**config.mk**
```make
export PLATFORM = sky130hd
export DESIGN_NAME = spi_deserializer
export DESIGN_NICKNAME = d
export VERILOG_FILES = /design/src/rtl/spi_deserializer.sv
export SDC_FILE = /design/constraint.sdc
export NUM_CORES = 1
export LEC_CHECK = 0
export BUFFER_PORTS_ARGS = -buffer_cell sky130_fd_sc_hd__buf_4
export CORE_MARGIN = 2
export CORE_UTILIZATION = 52
export DETAILED_ROUTE_END_ITERATION = 10
export PLACE_DENSITY = 0.71
export REMOVE_ABC_BUFFERS = 1
export SLEW_MARGIN = 20
export SYNTH_ARGS = -nofsm -noshare
export SYNTH_HDL_FRONTEND = slang
export SYNTH_SLANG_ARGS = --single-unit
export TNS_END_PERCENT = 50
```
**constraint.sdc**
```tcl
create_clock -name clk -period 5.2 [get_ports clk]
set_input_delay 0.26 -clock clk [delete_from_list [all_inputs] [get_ports clk]]
set_output_delay 0.26 -clock clk [all_outputs]
set_load 0.005 [all_outputs]
```
**src/rtl/spi_deserializer.sv**
```systemverilog
// SPI receive deserializer: oversamples sclk/mosi, assembles MSB-first words and pushes them
// into an RX FIFO through a one-word hold buffer, flagging dropped words and aborted frames.
module spi_deserializer #(
    parameter int unsigned DATAWIDTH       = 32,
    parameter int unsigned BITCOUNTERWIDTH = $clog2(DATAWIDTH),
    parameter int unsigned SYNC_STAGES     = 2,
    parameter bit          SAMPLE_EDGE     = 1'b0,
    parameter int unsigned TIMEOUT         = 64
) (
    input  logic                 clk,
    input  logic                 rst,
    input  logic                 sclk_i,
    input  logic                 mosi_i,
    input  logic                 frame_end_i,
    input  logic                 full_i,
    input  logic                 clr_err_i,
    output logic                 write_en_o,
    output logic [DATAWIDTH-1:0] write_data_o,
    output logic                 busy_o,
    output logic                 overflow_o,
    output logic                 frame_err_o
);

    localparam int unsigned CntW = BITCOUNTERWIDTH + 1;
    localparam int unsigned ToW  = $clog2(TIMEOUT + 1);
    localparam logic [CntW-1:0] LastBit = CntW'(DATAWIDTH - 1);
    localparam logic [ToW-1:0]  ToMax   = ToW'(TIMEOUT);

    typedef enum logic [1:0] {StIdle, StRx, StPush, StAbort} state_e;

    state_e                 state_q, state_d;
    logic [SYNC_STAGES-1:0] sclk_sync_q, mosi_sync_q;
    logic                   sclk_q;
    logic [DATAWIDTH-1:0]   shift_q, shift_d;
    logic [DATAWIDTH-1:0]   hold_q, hold_d;
    logic                   hold_vld_q, hold_vld_d;
    logic [CntW-1:0]        bit_cnt_q, bit_cnt_d;
    logic [ToW-1:0]         to_cnt_q, to_cnt_d;
    logic                   write_en_q;
    logic [DATAWIDTH-1:0]   write_data_q;
    logic                   overflow_q, overflow_d;
    logic                   frame_err_q, frame_err_d;

    logic sclk_s, mosi_s, sample, complete, partial, timeout_hit, abort_evt;
    logic push, accept, drop;

    always_ff @(posedge clk or posedge rst) begin
        if (rst) begin
            sclk_sync_q <= '0;
            mosi_sync_q <= '0;
            sclk_q      <= 1'b0;
        end else begin
            sclk_sync_q[0] <= sclk_i;
            mosi_sync_q[0] <= mosi_i;
            for (int i = 1; i < int'(SYNC_STAGES); i++) begin
                sclk_sync_q[i] <= sclk_sync_q[i-1];
                mosi_sync_q[i] <= mosi_sync_q[i-1];
            end
            sclk_q <= sclk_s;
        end
    end

    assign sclk_s      = sclk_sync_q[SYNC_STAGES-1];
    assign mosi_s      = mosi_sync_q[SYNC_STAGES-1];
    assign sample      = SAMPLE_EDGE ? (sclk_q & ~sclk_s) : (~sclk_q & sclk_s);
    assign complete    = sample & (bit_cnt_q == LastBit);
    assign partial     = (bit_cnt_q != '0);
    assign timeout_hit = (to_cnt_q == ToMax);
    // A frame_end coinciding with the completing sample is a clean word boundary.
    assign abort_evt   = partial & ~complete & (frame_end_i | timeout_hit);
    assign accept      = complete & (state_q != StAbort) & ~((state_q == StPush) & full_i);
    assign drop        = complete & (state_q == StPush) & full_i;

    // State register
    always_ff @(posedge clk or posedge rst) begin
        if (rst) begin
            state_q <= StIdle;
        end else begin
            state_q <= state_d;
        end
    end

    // Next-state logic
    always_comb begin
        state_d = state_q;
        unique case (state_q)
            StIdle: begin
                if (sample) state_d = StRx;
            end
            StRx: begin
                if (complete) begin
                    state_d = StPush;
                end else if (abort_evt) begin
                    state_d = StAbort;
                end
            end
            StPush: begin
                if (complete) begin
                    state_d = StPush;
                end else if (abort_evt) begin
                    state_d = StAbort;
                end else if (!full_i) begin
                    state_d = (bit_cnt_d != '0) ? StRx : StIdle;
                end
            end
            StAbort: begin
                state_d = hold_vld_q ? StPush : StIdle;
            end
            default: state_d = StIdle;
        endcase
    end

    // Output logic
    always_comb begin
        push   = (state_q == StPush) & ~full_i;
        busy_o = (state_q != StIdle);
    end

    always_comb begin
        shift_d     = shift_q;
        bit_cnt_d   = bit_cnt_q;
        to_cnt_d    = to_cnt_q;
        hold_d      = hold_q;
        hold_vld_d  = hold_vld_q;
        overflow_d  = overflow_q;
        frame_err_d = frame_err_q;

        if (state_q == StAbort) begin
            shift_d   = '0;
            bit_cnt_d = '0;
        end else if (sample) begin
            shift_d   = {shift_q[DATAWIDTH-2:0], mosi_s};
            bit_cnt_d = complete ? '0 : bit_cnt_q + 1'b1;
        end

        if (state_q == StAbort || sample || !partial) begin
            to_cnt_d = '0;
        end else if (!timeout_hit) begin
            to_cnt_d = to_cnt_q + 1'b1;
        end

        if (push) hold_vld_d = 1'b0;
        if (accept) begin
            hold_d     = {shift_q[DATAWIDTH-2:0], mosi_s};
            hold_vld_d = 1'b1;
        end

        // Error events take priority over a simultaneous clear.
        if (clr_err_i) begin
            overflow_d  = 1'b0;
            frame_err_d = 1'b0;
        end
        if (drop) overflow_d = 1'b1;
        if (state_q == StAbort) frame_err_d = 1'b1;
    end

    always_ff @(posedge clk or posedge rst) begin
        if (rst) begin
            shift_q      <= '0;
            bit_cnt_q    <= '0;
            to_cnt_q     <= '0;
            hold_q       <= '0;
            hold_vld_q   <= 1'b0;
            write_en_q   <= 1'b0;
            write_data_q <= '0;
            overflow_q   <= 1'b0;
            frame_err_q  <= 1'b0;
        end else begin
            shift_q     <= shift_d;
            bit_cnt_q   <= bit_cnt_d;
            to_cnt_q    <= to_cnt_d;
            hold_q      <= hold_d;
            hold_vld_q  <= hold_vld_d;
            write_en_q  <= push;
            overflow_q  <= overflow_d;
            frame_err_q <= frame_err_d;
            if (push) write_data_q <= hold_q;
        end
    end

    assign write_en_o   = write_en_q;
    assign write_data_o = write_data_q;
    assign overflow_o   = overflow_q;
    assign frame_err_o  = frame_err_q;

endmodule
```
==> results.cfg, run 1 <==
[run_status]
status = finished, final reports clean

[worst_setup_path]
r2r_setup_slack_ns = 2.80
slowest_stage = and2b_4
r2r-end = hold_q[30]$_DFFE_PP0P_
worstReg2RegStart = sclk_q$_DFF_PP0_
crit_path_end = hold_q[30]$_DFFE_PP0P_
cp_max_fo = 41
ff2ff_path_depth = 4
critPathCaptureType = flip-flop
slowest_delay_ns = 0.57
crit_start = sclk_q$_DFF_PP0_
crit_chain = and2b_4 > and4_1 > nand2_4 > mux2_1
critPathArrivalTime_ns = 2.77
crit_type = flip-flop to flip-flop
cp_data_required_time_ns = 5.58
worstSetupStartpointType = flip-flop

[detailed_routing]
drtAntennaViolNets = 0
wl_per_cell_um = 14.8
drt_pass1_iterations = 4
num_vias = 2971
drc_errors = 0
drt_iter0_markers = 196
viasPerCell = 5.29
routed_wl_um = 8320

[sta]
period_share = 0.461
tightest_slew_ns = 0.826
hold_slack_ns = 0.0648
max_slew_margin = 0.449
timing.fmax_mhz = 417
rsz0062_at_grt = no
tns_ns = 0
finClkSkew_ns = 0.0106
finalSetupViolCount = 0
slew_viol_final = 0
hold_viol_final = 0
min_period_ns = 2.40

[floorplan]
dieArea_sq_um = 10300
core_area_sq_um = 9200
io-pin-count = 43
die_x_um = 101
initial_core_util = 0.535
fp-row-count = 35
fp.dieH_um = 101

[yosys]
yosysTopAreaCellShare = 0.605
synth.distinct_cells = 43
synth-edff-count = 0
synth.area.top_cells = dfrtp_1 (60%), mux2_4 (9.1%), mux2_1 (8.2%), nand2_1 (5.4%), a21oi_1 (3.9%)
yosysTopAreaCell = dfrtp_1
ys_warn_count = 0
syn-cell-area_sq_um = 4920
async_reset_ff_frac = 1.00
synth_ff_type = dfrtp_1
seq_area_frac_synth = 0.605
syn_avg_cell_area_sq_um = 12.5
ys_ff_latch = 119
synth_most_common_cell = dfrtp_1
netlist_instances = 393
synth_common_cells = dfrtp_1 (119), nand2_1 (71), a21oi_1 (38)

[worst_hold_path]
min_path_type = input port to flip-flop

[placement]
numPortBuffers = 42
gp_routability_congestion = 0.855
hpwl_um = 5060
dp.cells = 527

[pwr]
ir_worst_vdd_mv = 0.220
power_per_cell_area_nw_per_um2 = 421
p_leak_nw = 3.02

[final_layout]
diodes = 0
syn2layout_area_growth_pct = 20.0
drive_above_1_share = 0.264
fin_nets = 449
fillers = 707
final_cells = 562
final_util = 0.643

[global_routing]
grt_max_degree = 65
grt_pass1_vias = 2924
antenna_found_initial = 0
track_usage = 0.181
grt_pass1_wl_um = 14200
grt_remaining_overflow = 0

[cts]
htree_levels = 4
root_buffer = clkbuf_8
cts_inserted_buffers = 17
cts_resized = 0
clk_pin_slew_ns = 0.06
cts_buffer_depth = 2
cts_tree = built
cts_sinks = 119
worstSkewPairLatency_ns = 0.51

[run]
drv_cap = 0
-- cell type report --
class	count	area, sq um	area share
clock inverters	15	178	0.0301
well taps	111	139	0.0235
multi-input cells	241	1790	0.302
repair buffers	49	375	0.0635
clock buffers	17	414	0.0701
flip-flops and latches	119	2980	0.504
inverters	10	40.0	0.00678
-- what timing repair did --
item / CTS / global route
buffers inserted: 0 / 0
hold buffers: 3 / 0
endpoints found under the hold margin: 65 / 0
-- cell families (layout without fill, tap and decap cells) --
logic type               Yosys count  in the layout  synth area share
AO/OA/AOI/OAI                     52             52            0.0597
XOR/XNOR                           9              9            0.0160
adder cells (fa/ha/maj)            4              4            0.0102
buffers and inverters             33             91            0.0343
flip-flops                       119            119             0.605
multiplexers                      66             66             0.174
AND/OR/NAND/NOR                  110            110             0.101
-- sequential cells by signal (all words and copies together), names as in the netlist --
register / flops
sclk_sync_q: 2
hold_q: 32
overflow_o: 1
shift_q: 31
bit_cnt_q: 6
frame_err_o: 1
state_q: 2
sclk_q: 1
mosi_sync_q: 2
hold_vld_q: 1
write_en_o: 1
to_cnt_q: 7
write_data_o: 32
-- cells in the final DEF (no fill, tap or decap), types with 2 or more instances in the layout --
cell	netlist	layout
dfrtp_1	119	119
xor2_1	5	5
xnor2_1	4	4
inv_6	0	2
nand4_1	2	2
nor4_1	2	2
bufinv_16	0	3
clkinv_2	0	4
mux2_1	36	36
clkinvlp_4	0	2
o21ai_1	2	2
a31oi_1	3	3
inv_2	2	2
dlygate4sd3_1	0	3
nand2_1	71	71
ha_1	4	4
and2_1	2	2
a21oi_1	38	38
clkbuf_16	0	16
nand3_1	4	4
nor2_1	16	15
clkinv_4	0	4
inv_1	8	7
mux2_4	30	30
buf_4	2	46
-- power by group --
part / switching, mW / internal [mW] / total, mW
Sequential: 0.0644 / 0.982 / 1.05
Combinational: 0.180 / 0.113 / 0.293
Clock: 0.419 / 0.731 / 1.15
-- worst max-delay path: cells and delay by family, from the launching register on --
kind	cells	cell delay [ns]
mux	1	0.46
flops	1	0.38
simple gates	3	1.41
-- metrics by stage --
step                total power, mW  worst slack [ns]  instance area (sq um)
global route                   2.61              2.66                   5910
global placement               1.34              2.91                   5290
detailed placement             1.36              2.85                   5290
CTS                            2.51              2.79                   5910
floorplan                      1.25              1.78                   4790
finish                         2.49              2.80                   5910
-- layer usage --
layer,vias to the layer above,global-route usage,share of wire
li1,1426,-,-
met1,1469,0.244,0.48
met2,66,0.279,0.48
met3,10,0.0552,0.037
met4,0,0.0696,0.0099
met5,-,0,0
-- worst min path at each step --
stage / depth (start not counted) / to / slack (ns) / startpoint
5_1_grt: 3 / frame_err_o$_DFFE_PP0P_ / 0.07 / clr_err_i
2_1_floorplan: 0 / mosi_sync_q[0]$_DFF_PP0_ / 0.29 / mosi_i
3_5_place_dp: 0 / mosi_sync_q[1]$_DFF_PP0_ / 0.34 / mosi_sync_q[0]$_DFF_PP0_
3_3_place_gp: 0 / sclk_sync_q[1]$_DFF_PP0_ / 0.33 / sclk_sync_q[0]$_DFF_PP0_
6_report: 3 / frame_err_o$_DFFE_PP0P_ / 0.06 / clr_err_i
4_1_cts: 3 / frame_err_o$_DFFE_PP0P_ / 0.05 / clr_err_i
(Power assumes the default switching activity.)
==> inputs of run 2 (changes only) <==
- clock period: 5.2 -> 2.4 ns (I/O delays scaled with it)
==> run 2 against run 1 <==
  * Clock skew fell by 0.0029 ns
  * Combinational power is 120% higher
  * Flip-flop and latch count unchanged
  * Routed wire length grew 2.6%
  * Die area stayed put
  * Non-clock buffer count grew 8
  * Clock-buffer cell count up 6
  * Worst hold slack better by 0.045 ns
  * Critical path type unchanged
  * Highest routed layer unchanged
==> results.cfg, run 2 (synthesis gave the netlist of run 1 again) <==
[pwr]
power.share.clock = 0.458
ir_worst_vdd_mv = 0.491
intPower_mw = 4.01
power_per_cell_area_nw_per_um2 = 896
p_leak_nw = 3.06
pwr-share-comb = 0.120
switchingPower_mw = 1.36
p_seq_frac = 0.423
netSwitchingFraction = 0.253

[sta]
finalSetupViolCount = 0
timing.fmax_mhz = 487
fin_ws_ns = 0.345
hold_slack_ns = 0.109
finClkSkew_ns = 0.00763
max_slew_margin = 0.689
rsz0062_at_grt = no
min_period_ns = 2.05
slew_viol_final = 0
hold_viol_final = 0
period_share = 0.856
tightest_slew_ns = 0.467

[placement]
hpwl_um = 5510
gp_routability_congestion = 0.783
pre_cts_slack_ns = 0.362
numPortBuffers = 42
place_area_sq_um = 5360

[cts]
postCtsSetupRepairBufs = 0
clk_pin_slew_ns = 0.06
worstSkewPairLatency_ns = 0.51
cts_tree = built
root_buffer = clkbuf_8
cts_sinks = 119
htree_levels = 4
cts_buffer_depth = 2
cts_resized = 0
cts_inserted_buffers = 17

[floorplan]
fp.dieH_um = 101
core_area_sq_um = 9200
initial_core_util = 0.535
die_x_um = 101
io-pin-count = 43
fp-row-count = 35
dieArea_sq_um = 10300

[run_status]
status = finished, final reports clean

[global_routing]
grt_pass1_vias = 3138
grt_pass1_wl_um = 15000
grt_remaining_overflow = 0
grt_max_degree = 73
antenna_found_initial = 0
track_usage = 0.191

[final_layout]
syn2layout_area_growth_pct = 21.6
final_common_cell = dfrtp_1
drive_above_1_share = 0.262
final_area_sq_um = 5990
fillers = 676
layout_common_cells = dfrtp_1 (119), nand2_1 (71), buf_4 (50), a21oi_1 (38), mux2_1 (36)
diodes = 0
fin_nets = 457

[worst_setup_path]
cp_max_fo = 15
crit_type = flip-flop to flip-flop
critPathTopFamily = simple AND/OR/NAND/NOR gates
cp_data_required_time_ns = 2.79
slowest_delay_ns = 0.42
critPathCaptureType = flip-flop
worstSetupStartpointType = flip-flop
cp_num_buf_inv = 1
critPathArrivalTime_ns = 2.45
slowest_stage = dfrtp_1
crit_chain = ha_1 > and3b_1 > and4_1 > nand2_4 > buf_4 > mux2_4

[worst_hold_path]
min_path_type = input port to asynchronous set/reset pin

[detailed_routing]
drc_errors = 0
viasPerCell = 5.35
drt_pass1_iterations = 4
routed_wl_um = 8540
drtAntennaViolNets = 0
num_vias = 3046
drt_iter0_markers = 138
wl_per_cell_um = 15.0

[run]
drv_cap = 0
## run 2: changes by cell type in the layout (fill, tap and decap cells not counted)
cell           change
buf_12             +2
clkinv_2           -2
clkbuf_1           +4
buf_4              +4
clkinv_4           -4
clkinvlp_4         +1
inv_6              -2
dlygate4sd3_1      +2
clkbuf_8           +2
## run 2: power by group through the flow
stage	sequential (mW)	clock [mW]	combinational, mW
after floorplan	2.27	0	0.454
after detailed placement	2.30	0	0.645
final	2.27	2.46	0.642
after global placement	2.29	0	0.620
after global routing	2.29	2.60	0.732
after CTS	2.26	2.50	0.653
## run 2: cell type report
type | count | area [sq um] | share of cell area
Clock buffer | 23 | 457 | 0.0763
Tap cell | 111 | 139 | 0.0232
Inverter | 10 | 40.0 | 0.00669
Multi-Input combinational cell | 241 | 1790 | 0.298
Sequential cell | 119 | 2980 | 0.497
Timing Repair Buffer | 57 | 465 | 0.0777
Clock inverter | 8 | 123 | 0.0205
## run 2: worst paths after layout
kind	from	to	slack, ns	depth (start not counted)
worst min-delay path	rst	write_data_o[0]$_DFFE_PP0P_	0.11	3
worst max-delay path	bit_cnt_q[0]$_DFF_PP0_	hold_q[19]$_DFFE_PP0P_	0.35	6
worst min register to register	sclk_sync_q[0]$_DFF_PP0_	sclk_sync_q[1]$_DFF_PP0_	0.35	0
min in group clk	frame_end_i	state_q[0]$_DFFE_PP0P_	0.13	5
max in group asynchronous	rst	hold_vld_q$_DFFE_PP0P_	1.63	4
worst max register to register	bit_cnt_q[0]$_DFF_PP0_	hold_q[19]$_DFFE_PP0P_	0.35	6
## run 2: through the flow
stage	util	TNS (ns)	cells	power, mW
6_report	0.651	0	569	5.37
5_1_grt	0.651	0	569	5.62
4_1_cts	0.651	0	569	5.42
3_3_place_gp	0.583	0	533	2.91
2_1_floorplan	-	-104.53	370	2.72
3_5_place_dp	0.583	0	533	2.94
## run 2: timing repair
action | 4_1_cts | 5_1_grt
endpoints found under the setup margin | 0 | 0
hold buffers | 5 | 0
hold endpoints to repair | 124 | 0
## run 2: routing by layer
layer	share of wire	vias up	wire length [um]	GRT usage
met5	0	-	0	0
met1	0.45	1520	3880	0.255
met4	0.014	0	123	0.0852
met3	0.046	14	389	0.0524
li1	-	1443	-	-
met2	0.49	69	4140	0.295
## run 2: worst min-delay path, cell delays in order
cell           delay (ns)
dlygate4sd3_1        0.53
buf_4                0.14
inv_4                0.20
==> inputs of run 3 (changes only) <==
- CORE_ASPECT_RATIO: not set -> 0.5
==> run 3 against run 2 <==
  * Sequential power barely moved
  * Clock power rose by 7%
  * Routed wire length rose by 2.8%
  * Worst setup slack improved by 0.00080 ns
  * Clock skew rose by 0.0021 ns
  * Utilization fell by 0.46 points
  * First-iteration DRC count rose by 19%
  * Register-to-register slack barely moved
  * Die area rose by 0.46%
  * Largest power group unchanged
==> results.cfg, run 3 (synthesis gave the netlist of run 1 again) <==
[cts]
cts_buffer_depth = 2
htree_levels = 4
cts_resized = 0
postCtsSetupRepairBufs = 0
cts_inserted_buffers = 17
cts_tree = built
root_buffer = clkbuf_16
ctsHoldBuffers = 3
cts_sinks = 119
clk_pin_slew_ns = 0.05
worstSkewPairLatency_ns = 0.41

[floorplan]
fp-row-count = 25
fp.dieH_um = 72.8
core_area_sq_um = 9320
io-pin-count = 43
dieArea_sq_um = 10300
die_x_um = 142
initial_core_util = 0.528

[sta]
finalSetupViolCount = 0
tightest_slew_ns = 0.523
tns_ns = 0
min_period_ns = 2.05
finClkSkew_ns = 0.00976
rsz0062_at_grt = no
max_slew_margin = 0.651
hold_viol_final = 0
period_share = 0.856
slew_viol_final = 0
timing.fmax_mhz = 487

[detailed_routing]
viasPerCell = 5.22
routed_wl_um = 8770
num_vias = 3022
drt_pass1_iterations = 4
drc_errors = 0
drtAntennaViolNets = 0
drt_iter0_markers = 164
wl_per_cell_um = 15.1

[final_layout]
final_cells = 579
diodes = 0
drive_above_1_share = 0.271
syn2layout_area_growth_pct = 22.4
fin_nets = 456
layout_common_cells = dfrtp_1 (119), nand2_1 (71), buf_4 (51), a21oi_1 (38), mux2_1 (36)
fillers = 688
final_common_cell = dfrtp_1

[global_routing]
grt_pass1_vias = 3024
grt_pass1_wl_um = 15000
antenna_found_initial = 0
grt_max_degree = 42
track_usage = 0.193
grt_remaining_overflow = 0

[worst_setup_path]
crit_type = flip-flop to flip-flop
cp_num_buf_inv = 1
slowest_stage = dfrtp_1
cp_max_fo = 14
critPathTopFamily = simple AND/OR/NAND/NOR gates
cp_data_required_time_ns = 2.69
crit_chain = ha_1 > and3b_1 > and4_1 > nand2_4 > buf_4 > mux2_4
worstSetupStartpointType = flip-flop
critPathCaptureType = flip-flop
critPathArrivalTime_ns = 2.34
slowest_delay_ns = 0.42

[placement]
hpwl_um = 5280
gp_routability_congestion = 0.842
numPortBuffers = 42
dp.cells = 544

[pwr]
power_mw = 5.53
power_per_cell_area_nw_per_um2 = 918
p_leak_nw = 3.07
ir_worst_vdd_mv = 0.583

[run_status]
status = finished, final reports clean

[run]
drv_cap = 0

[worst_hold_path]
min_path_type = input port to flip-flop
-- run 3: cell count changes in the layout (fill, tap and decap cells not counted), sizes merged --
cell         change
inv              +1
clkbuf           -1
clkinv           +1
dlygate4sd3      -2
buf              +1
-- run 3: layout make-up --
cell class / count / area [sq um] / share of cell area
inverter: 10 / 40.0 / 0.00664
tap: 121 / 151 / 0.0251
sequential: 119 / 2980 / 0.494
clock buffer: 22 / 474 / 0.0787
clock inverter: 10 / 144 / 0.0239
timing repair buffer: 56 / 453 / 0.0752
multi-input combinational: 241 / 1790 / 0.296
-- run 3: where the power goes --
| group | total, mW | leakage [nW] | switching (mW) | internal (mW) |
|---|---|---|---|---|
| Clock | 2.62 | 0.293 | 0.901 | 1.72 |
| Combinational | 0.645 | 1.14 | 0.389 | 0.255 |
| Sequential | 2.27 | 1.64 | 0.139 | 2.13 |
-- run 3: path summary, 6_finish.rpt --
kind | from | end | slack, ns | cells past startpoint
max in group asynchronous | rst | write_data_o[21]$_DFFE_PP0P_ | 1.34 | 4
min | full_i | overflow_o$_DFFE_PP0P_ | 0.02 | 2
max | bit_cnt_q[0]$_DFF_PP0_ | hold_q[1]$_DFFE_PP0P_ | 0.35 | 6
max reg2reg | bit_cnt_q[0]$_DFF_PP0_ | hold_q[1]$_DFFE_PP0P_ | 0.35 | 6
min in group asynchronous | rst | hold_q[28]$_DFFE_PP0P_ | 0.34 | 3
min reg2reg | mosi_sync_q[0]$_DFF_PP0_ | mosi_sync_q[1]$_DFF_PP0_ | 0.34 | 0
-- run 3: stage by stage --
step	worst slack, ns	hold slack (ns)	cell area [sq um]	util
5_1_grt	0.256	0.0206	6030	0.646
4_1_cts	0.359	0.00897	6030	0.646
3_5_place_dp	0.357	0.215	5380	0.577
3_3_place_gp	0.406	0.211	5380	0.577
6_report	0.346	0.0195	6030	0.646
2_1_floorplan	-0.877	0.151	4790	-
-- run 3: layer usage --
metal | routed length, um | global-route usage
met1 | 4250 | 0.254
met3 | 311 | 0.0577
met2 | 4050 | 0.303
met5 | 0 | 0
met4 | 153 | 0.0844
